**src/rtl/vm_pkg.sv**
```systemverilog
// Purpose: shared coin codes, coin value decode and FSM state type for vending_machine_mc.
// Latency: n/a (types, constants and one pure function).
// Backpressure: n/a.
package vm_pkg;

    localparam logic [1:0] COIN_NONE = 2'b00;
    localparam logic [1:0] COIN_1    = 2'b01;
    localparam logic [1:0] COIN_2    = 2'b10;
    localparam logic [1:0] COIN_5    = 2'b11;

    typedef enum logic [1:0] {
        ST_IDLE,
        ST_COLLECT,
        ST_VEND,
        ST_CHANGE
    } vm_state_t;

    // Face value of a coin code in coin units.
    function automatic logic [2:0] coin_value(input logic [1:0] code);
        case (code)
            COIN_1:  return 3'd1;
            COIN_2:  return 3'd2;
            COIN_5:  return 3'd5;
            default: return 3'd0;
        endcase
    endfunction

endpackage

```
**src/rtl/vm_change_gen.sv**
```systemverilog
// Purpose: greedy change selector, picks the largest coin not exceeding the remaining credit.
// Latency: combinational, zero cycles.
// Backpressure: none; the owner subtracts value once per cycle.
// Ports: credit (remaining credit) -> code (coin code, COIN_NONE when credit is 0), value (its units).
module vm_change_gen
    import vm_pkg::*;
#(
    parameter int CREDIT_W = 8
) (
    input  logic [CREDIT_W-1:0] credit,
    output logic [1:0]          code,
    output logic [CREDIT_W-1:0] value
);

    always_comb begin
        code = COIN_NONE;
        if (credit >= CREDIT_W'(5)) begin
            code = COIN_5;
        end else if (credit >= CREDIT_W'(2)) begin
            code = COIN_2;
        end else if (credit != '0) begin
            code = COIN_1;
        end
        value = CREDIT_W'(coin_value(code));
    end

endmodule

```
**src/rtl/vending_machine_mc.sv**
```systemverilog
// Purpose: multi-product vending controller: select, collect coins, vend pulse, greedy change return.
// Latency: done one cycle after the coin that covers the price; change coins follow one per cycle.
// Backpressure: none; coins arriving outside COLLECT are bounced via coin_reject one cycle later.
// Ports: clk, rst (async active-low), start/choice (IDLE only), coins, cancel (VM_CANCEL_EN only)
//        -> done/product (vend pulse), change (returned coin), coin_reject, busy, credit.
// Build option: define VM_CANCEL_EN to add the cancel input and refund path.
module vending_machine_mc
    import vm_pkg::*;
#(
    parameter int                                NUM_PRODUCTS = 4,
    parameter int                                CREDIT_W     = 8,
    parameter logic [NUM_PRODUCTS*CREDIT_W-1:0]  PRICE_LIST   = {8'd7, 8'd5, 8'd3, 8'd2},
    localparam int                               SEL_W        = $clog2(NUM_PRODUCTS)
) (
    input  logic                clk,
    input  logic                rst,
    input  logic                start,
    input  logic [SEL_W-1:0]    choice,
    input  logic [1:0]          coins,
`ifdef VM_CANCEL_EN
    input  logic                cancel,
`endif
    output logic                done,
    output logic [SEL_W-1:0]    product,
    output logic [1:0]          change,
    output logic                coin_reject,
    output logic                busy,
    output logic [CREDIT_W-1:0] credit
);

    vm_state_t           state_q, state_d;
    logic [SEL_W-1:0]    sel_q, sel_d;
    logic [CREDIT_W-1:0] price_q, price_d;
    logic [CREDIT_W-1:0] credit_q, credit_d;
    logic                reject_q, reject_d;

    logic                coin_vld;
    logic                choice_ok;
    logic [CREDIT_W-1:0] coin_credit;
    logic [1:0]          chg_code;
    logic [CREDIT_W-1:0] chg_value;

    assign coin_vld    = (coins != COIN_NONE);
    assign choice_ok   = (32'(choice) < NUM_PRODUCTS);
    assign coin_credit = credit_q + CREDIT_W'(coin_value(coins));

    vm_change_gen #(
        .CREDIT_W (CREDIT_W)
    ) u_change_gen (
        .credit (credit_q),
        .code   (chg_code),
        .value  (chg_value)
    );

    always_ff @(posedge clk or negedge rst) begin
        if (!rst) begin
            state_q  <= ST_IDLE;
            sel_q    <= '0;
            price_q  <= '0;
            credit_q <= '0;
            reject_q <= 1'b0;
        end else begin
            state_q  <= state_d;
            sel_q    <= sel_d;
            price_q  <= price_d;
            credit_q <= credit_d;
            reject_q <= reject_d;
        end
    end

    always_comb begin
        state_d  = state_q;
        sel_d    = sel_q;
        price_d  = price_q;
        credit_d = credit_q;
        reject_d = 1'b0;

        done     = (state_q == ST_VEND);
        product  = (state_q == ST_VEND) ? sel_q : '0;
        change   = (state_q == ST_CHANGE) ? chg_code : COIN_NONE;
        busy     = (state_q != ST_IDLE);

        case (state_q)
            ST_IDLE: begin
                reject_d = coin_vld;
                if (start && choice_ok) begin
                    sel_d    = choice;
                    price_d  = PRICE_LIST[int'(choice)*CREDIT_W +: CREDIT_W];
                    credit_d = '0;
                    state_d  = ST_COLLECT;
                end
            end
            ST_COLLECT: begin
`ifdef VM_CANCEL_EN
                // Cancel takes priority: any coin in the same cycle is bounced.
                if (cancel) begin
                    reject_d = coin_vld;
                    state_d  = (credit_q != '0) ? ST_CHANGE : ST_IDLE;
                end else
`endif
                if (coin_vld) begin
                    credit_d = coin_credit;
                    if (coin_credit >= price_q) begin
                        state_d = ST_VEND;
                    end
                end
            end
            ST_VEND: begin
                reject_d = coin_vld;
                credit_d = credit_q - price_q;
                state_d  = (credit_q != price_q) ? ST_CHANGE : ST_IDLE;
            end
            ST_CHANGE: begin
                reject_d = coin_vld;
                credit_d = credit_q - chg_value;
                if (credit_q == chg_value) begin
                    state_d = ST_IDLE;
                end
            end
            default: begin
                state_d = ST_IDLE;
            end
        endcase
    end

    assign coin_reject = reject_q;
    assign credit      = credit_q;

endmodule

```
**config.mk**
```make
export PLATFORM = sky130hd
export DESIGN_NAME = vending_machine_mc
export DESIGN_NICKNAME = d
export VERILOG_FILES = /design/src/rtl/vm_pkg.sv /design/src/rtl/vm_change_gen.sv /design/src/rtl/vending_machine_mc.sv
export SDC_FILE = /design/constraint.sdc
export NUM_CORES = 1
export LEC_CHECK = 0
export ABC_AREA = 1
export ABC_CLOCK_PERIOD_IN_PS = 4000
export CAP_MARGIN = 20
export CORE_ASPECT_RATIO = 1.75
export CORE_MARGIN = 3
export CORE_UTILIZATION = 45
export CTS_BUF_LIST = sky130_fd_sc_hd__clkbuf_8
export DETAILED_ROUTE_END_ITERATION = 16
export GPL_TIMING_DRIVEN = 0
export PLACE_DENSITY = 0.78
export SLEW_MARGIN = 15
export SYNTH_ARGS = -nofsm -noshare
export SYNTH_HDL_FRONTEND = slang
export SYNTH_SLANG_ARGS = --single-unit
export TNS_END_PERCENT = 1
```
**constraint.sdc**
```tcl
create_clock -name clk -period 4 [get_ports clk]
set_input_delay 0.8 -clock clk [delete_from_list [all_inputs] [get_ports clk]]
set_output_delay 0.8 -clock clk [all_outputs]
set_load 0.01 [all_outputs]
```
==> results.cfg <==
[outcome]
status = finished clean

[sta]
fin_tns_setup_ns = 0
setup_ws_ns = 1.10
maxSlewViolCount = 0
fin_worst_skew_ns = 0.00159
hold_violations = 0
worstMarginPinSlew_ns = 0.742
setup_viol = 0
min_period_ns = 2.90
rsz0062_at_grt = false
slew_headroom_pct = 50.4
finalCritPeriodShare_pct = 72.6
max_freq_mhz = 344

[route]
drt_iter0_markers = 61
drc_errors = 0
num_vias = 1568
ant_nets = 0
drt_wl_total_um = 3850
first_pass_iters = 4
vias_per_cell = 5.21
wire_per_inst_um = 12.8

[cells_and_area]
diodes = 0
seqCellArea_um2 = 375
fillCellCount = 330
areaGrowthSynthToFinish_pct = 20.5
fin_nets = 281
final_area_mm2 = 0.00182
drive_gt1_share_pct = 7.75
final_util_pct = 57.2
multi_input_comb_area_um2 = 950

[yosys]
synth_top_cell_by_area = dfrtp_1
netlist_area_mm2 = 0.00151
synth-seq-cells = 15
synth_top_area_share_pct = 24.9
synth_seq_area_share_pct = 24.9
synthCells = 233
ys_types = 23
synth_area_per_cell_um2 = 6.47
ys_top_cells_by_area = dfrtp_1 (25%), nand2_1 (16%), nand3_1 (11%)
yosysWarnings = 0
synth.net_count = 255

[clock_network]
holdBufCountCts = 0
cts_resized = 0
clock-sinks = 15
clock-root-buffer = clkbuf_8
postCtsSetupBuffers = 0
insertion_delay_ns = 0.25
h-tree-depth = 1
cts_made_buffers = 3
cts_tree = done
clock_path_buffers = 2
path_clk_slew_ns = 0.07

[worst_hold_path]
hold_path_class = flip-flop to flip-flop

[floorplanning]
fp.coreArea_mm2 = 0.00318
die_height_um = 82.6
start_util_pct = 47.5
num_rows = 27
die-area_mm2 = 0.00411
io_pins = 22
die_w_um = 49.8

[grt]
antenna_found_initial = 0
grt_pass1_wl_um = 6520
grt_pass1_vias = 1532
grt_usage_pct = 20.5
grt_max_degree = 16
globalRoute.totalOverflow = 0

[critical_path]
critPathSlowestCell = clkdlybuf4s50_1
arrival_ns = 2.10
crit_type = flip-flop to output pin
crit_chain = buf_2 -> nor2_2 -> nand3_2 -> nor2_4 -> nand2_1 -> inv_1 -> o21ai_1 -> nand2_1 -> inv_1 -> clkdlybuf4s50_1
critPathMaxFanout = 8
slowest_delay_ns = 0.46
path_buf_inv = 4
critPathRequiredTime_ns = 3.20
cp-end-kind = output pin
start_kind = flip-flop
crit_family = buffers and inverters

[placement]
finalWeightedCongestion = 0.918
hpwlAfterDp_um = 3100
portBuffers = 21
dp_slack_ns = 0.887
dpl_cell_area_mm2 = 0.00177

[power_and_ir_drop]
cellPowerDensity_mw_per_mm2 = 880
p_leak_nw = 0.941
vdd_drop_max_v = 0.000479

[run]
maxCapViolCount = 0
final cells by class:
cell class	count	area share (%)
multi-input combinational	172	52.3
sequential	15	20.7
timing repair buffer	21	11.6
inverter	43	8.88
tap	43	2.96
clock buffer	3	2.27
buffer	3	1.17
clock inverter	1	0.207
sequential cells by signal, summed over array words and instances (netlist names):
name         flops
price_q          3
credit           8
coin_reject      1
state_q          2
sel_q            1
Yosys cell counts, drive strengths merged:
master / n
inv: 43
o21ai: 22
nand4: 2
buf: 3
nor2: 18
o22ai: 3
fa: 3
a21oi: 9
nand2: 64
ha: 12
a31oi: 2
nand3: 35
xor2: 2
dfrtp: 15
report_power, final:
part	switching (W)	internal (W)	leakage [nW]	total, W
Combinational	0.000709	0.000461	0.729	0.00117
Sequential	0.0000828	0.000221	0.185	0.000304
Clock	0.0000570	0.0000680	0.0269	0.000125
Total	0.000849	0.000750	0.941	0.00160
cell families after synthesis:
group | count (synthesis) | share of synthesized area [%]
and+or+nand+nor | 119 | 35.0
DFF | 15 | 24.9
adders and majority gates | 15 | 13.9
buffers and inverters | 46 | 12.1
xor gates and xnor gates | 2 | 1.16
AOI/OAI and AO/OA | 36 | 12.9
routing by layer:
metal	wire [µm]	vias up	global-route usage (%)
met4	129	0	10.2
met5	0	-	0
li1	-	804	-
met2	2130	39	39.9
met1	1460	715	21.5
met3	124	10	1.80
through the flow:
step | std cells | power (W) | hold slack (ns)
finish | 301 | 0.00160 | 0.545
global route | 301 | 0.00178 | 0.583
CTS | 301 | 0.00160 | 0.552
detailed placement | 297 | 0.00147 | 0.535
global placement | 297 | 0.00144 | 0.525
floorplan | 233 | 0.00111 | 0.483
cell usage in the layout (no fill, tap or decap), types with 2 or more instances in the layout:
master and instances:
nand3_1 34, inv_1 38, a31oi_1 2, o21ai_1 6
buf_2 2, clkdlybuf4s50_1 21, nand4_1 2, dfrtp_1 15
nand2_1 63, inv_2 6, o22ai_1 3, nor2_4 3
xor2_1 2, nor2_1 14, fa_1 3, a21oi_1 8
clkbuf_8 3, ha_1 12, o21ai_0 15
worst reg2reg max path: stages (launching register included):
cell and delay [ns]:
dfrtp_1 0.37, buf_2 0.17, nor2_2 0.20, nand3_2 0.15, nor2_4 0.15, nand2_1 0.06, inv_1 0.09, o21ai_1 0.10
ha_1 0.22, fa_1 0.40, nor2_1 0.11, inv_1 0.05, nand2_1 0.09, inv_1 0.07, o22ai_1 0.18, nand2_1 0.09
nand3_1 0.07, nand2_1 0.05, o21ai_1 0.07
final timing paths:
kind,slack [ns],cells past startpoint,from,to
max,1.10,10,credit[5],change[0]
min,0.55,2,sel_q[0],sel_q[0]
max reg2reg,1.23,18,credit[5],credit[4]
min reg2reg,0.55,2,sel_q[0],sel_q[0]
max in group asynchronous,2.55,1,rst,credit[1]
min in group asynchronous,0.99,1,rst,credit[5]
No activity file was read; power rests on OpenSTA's default activity.
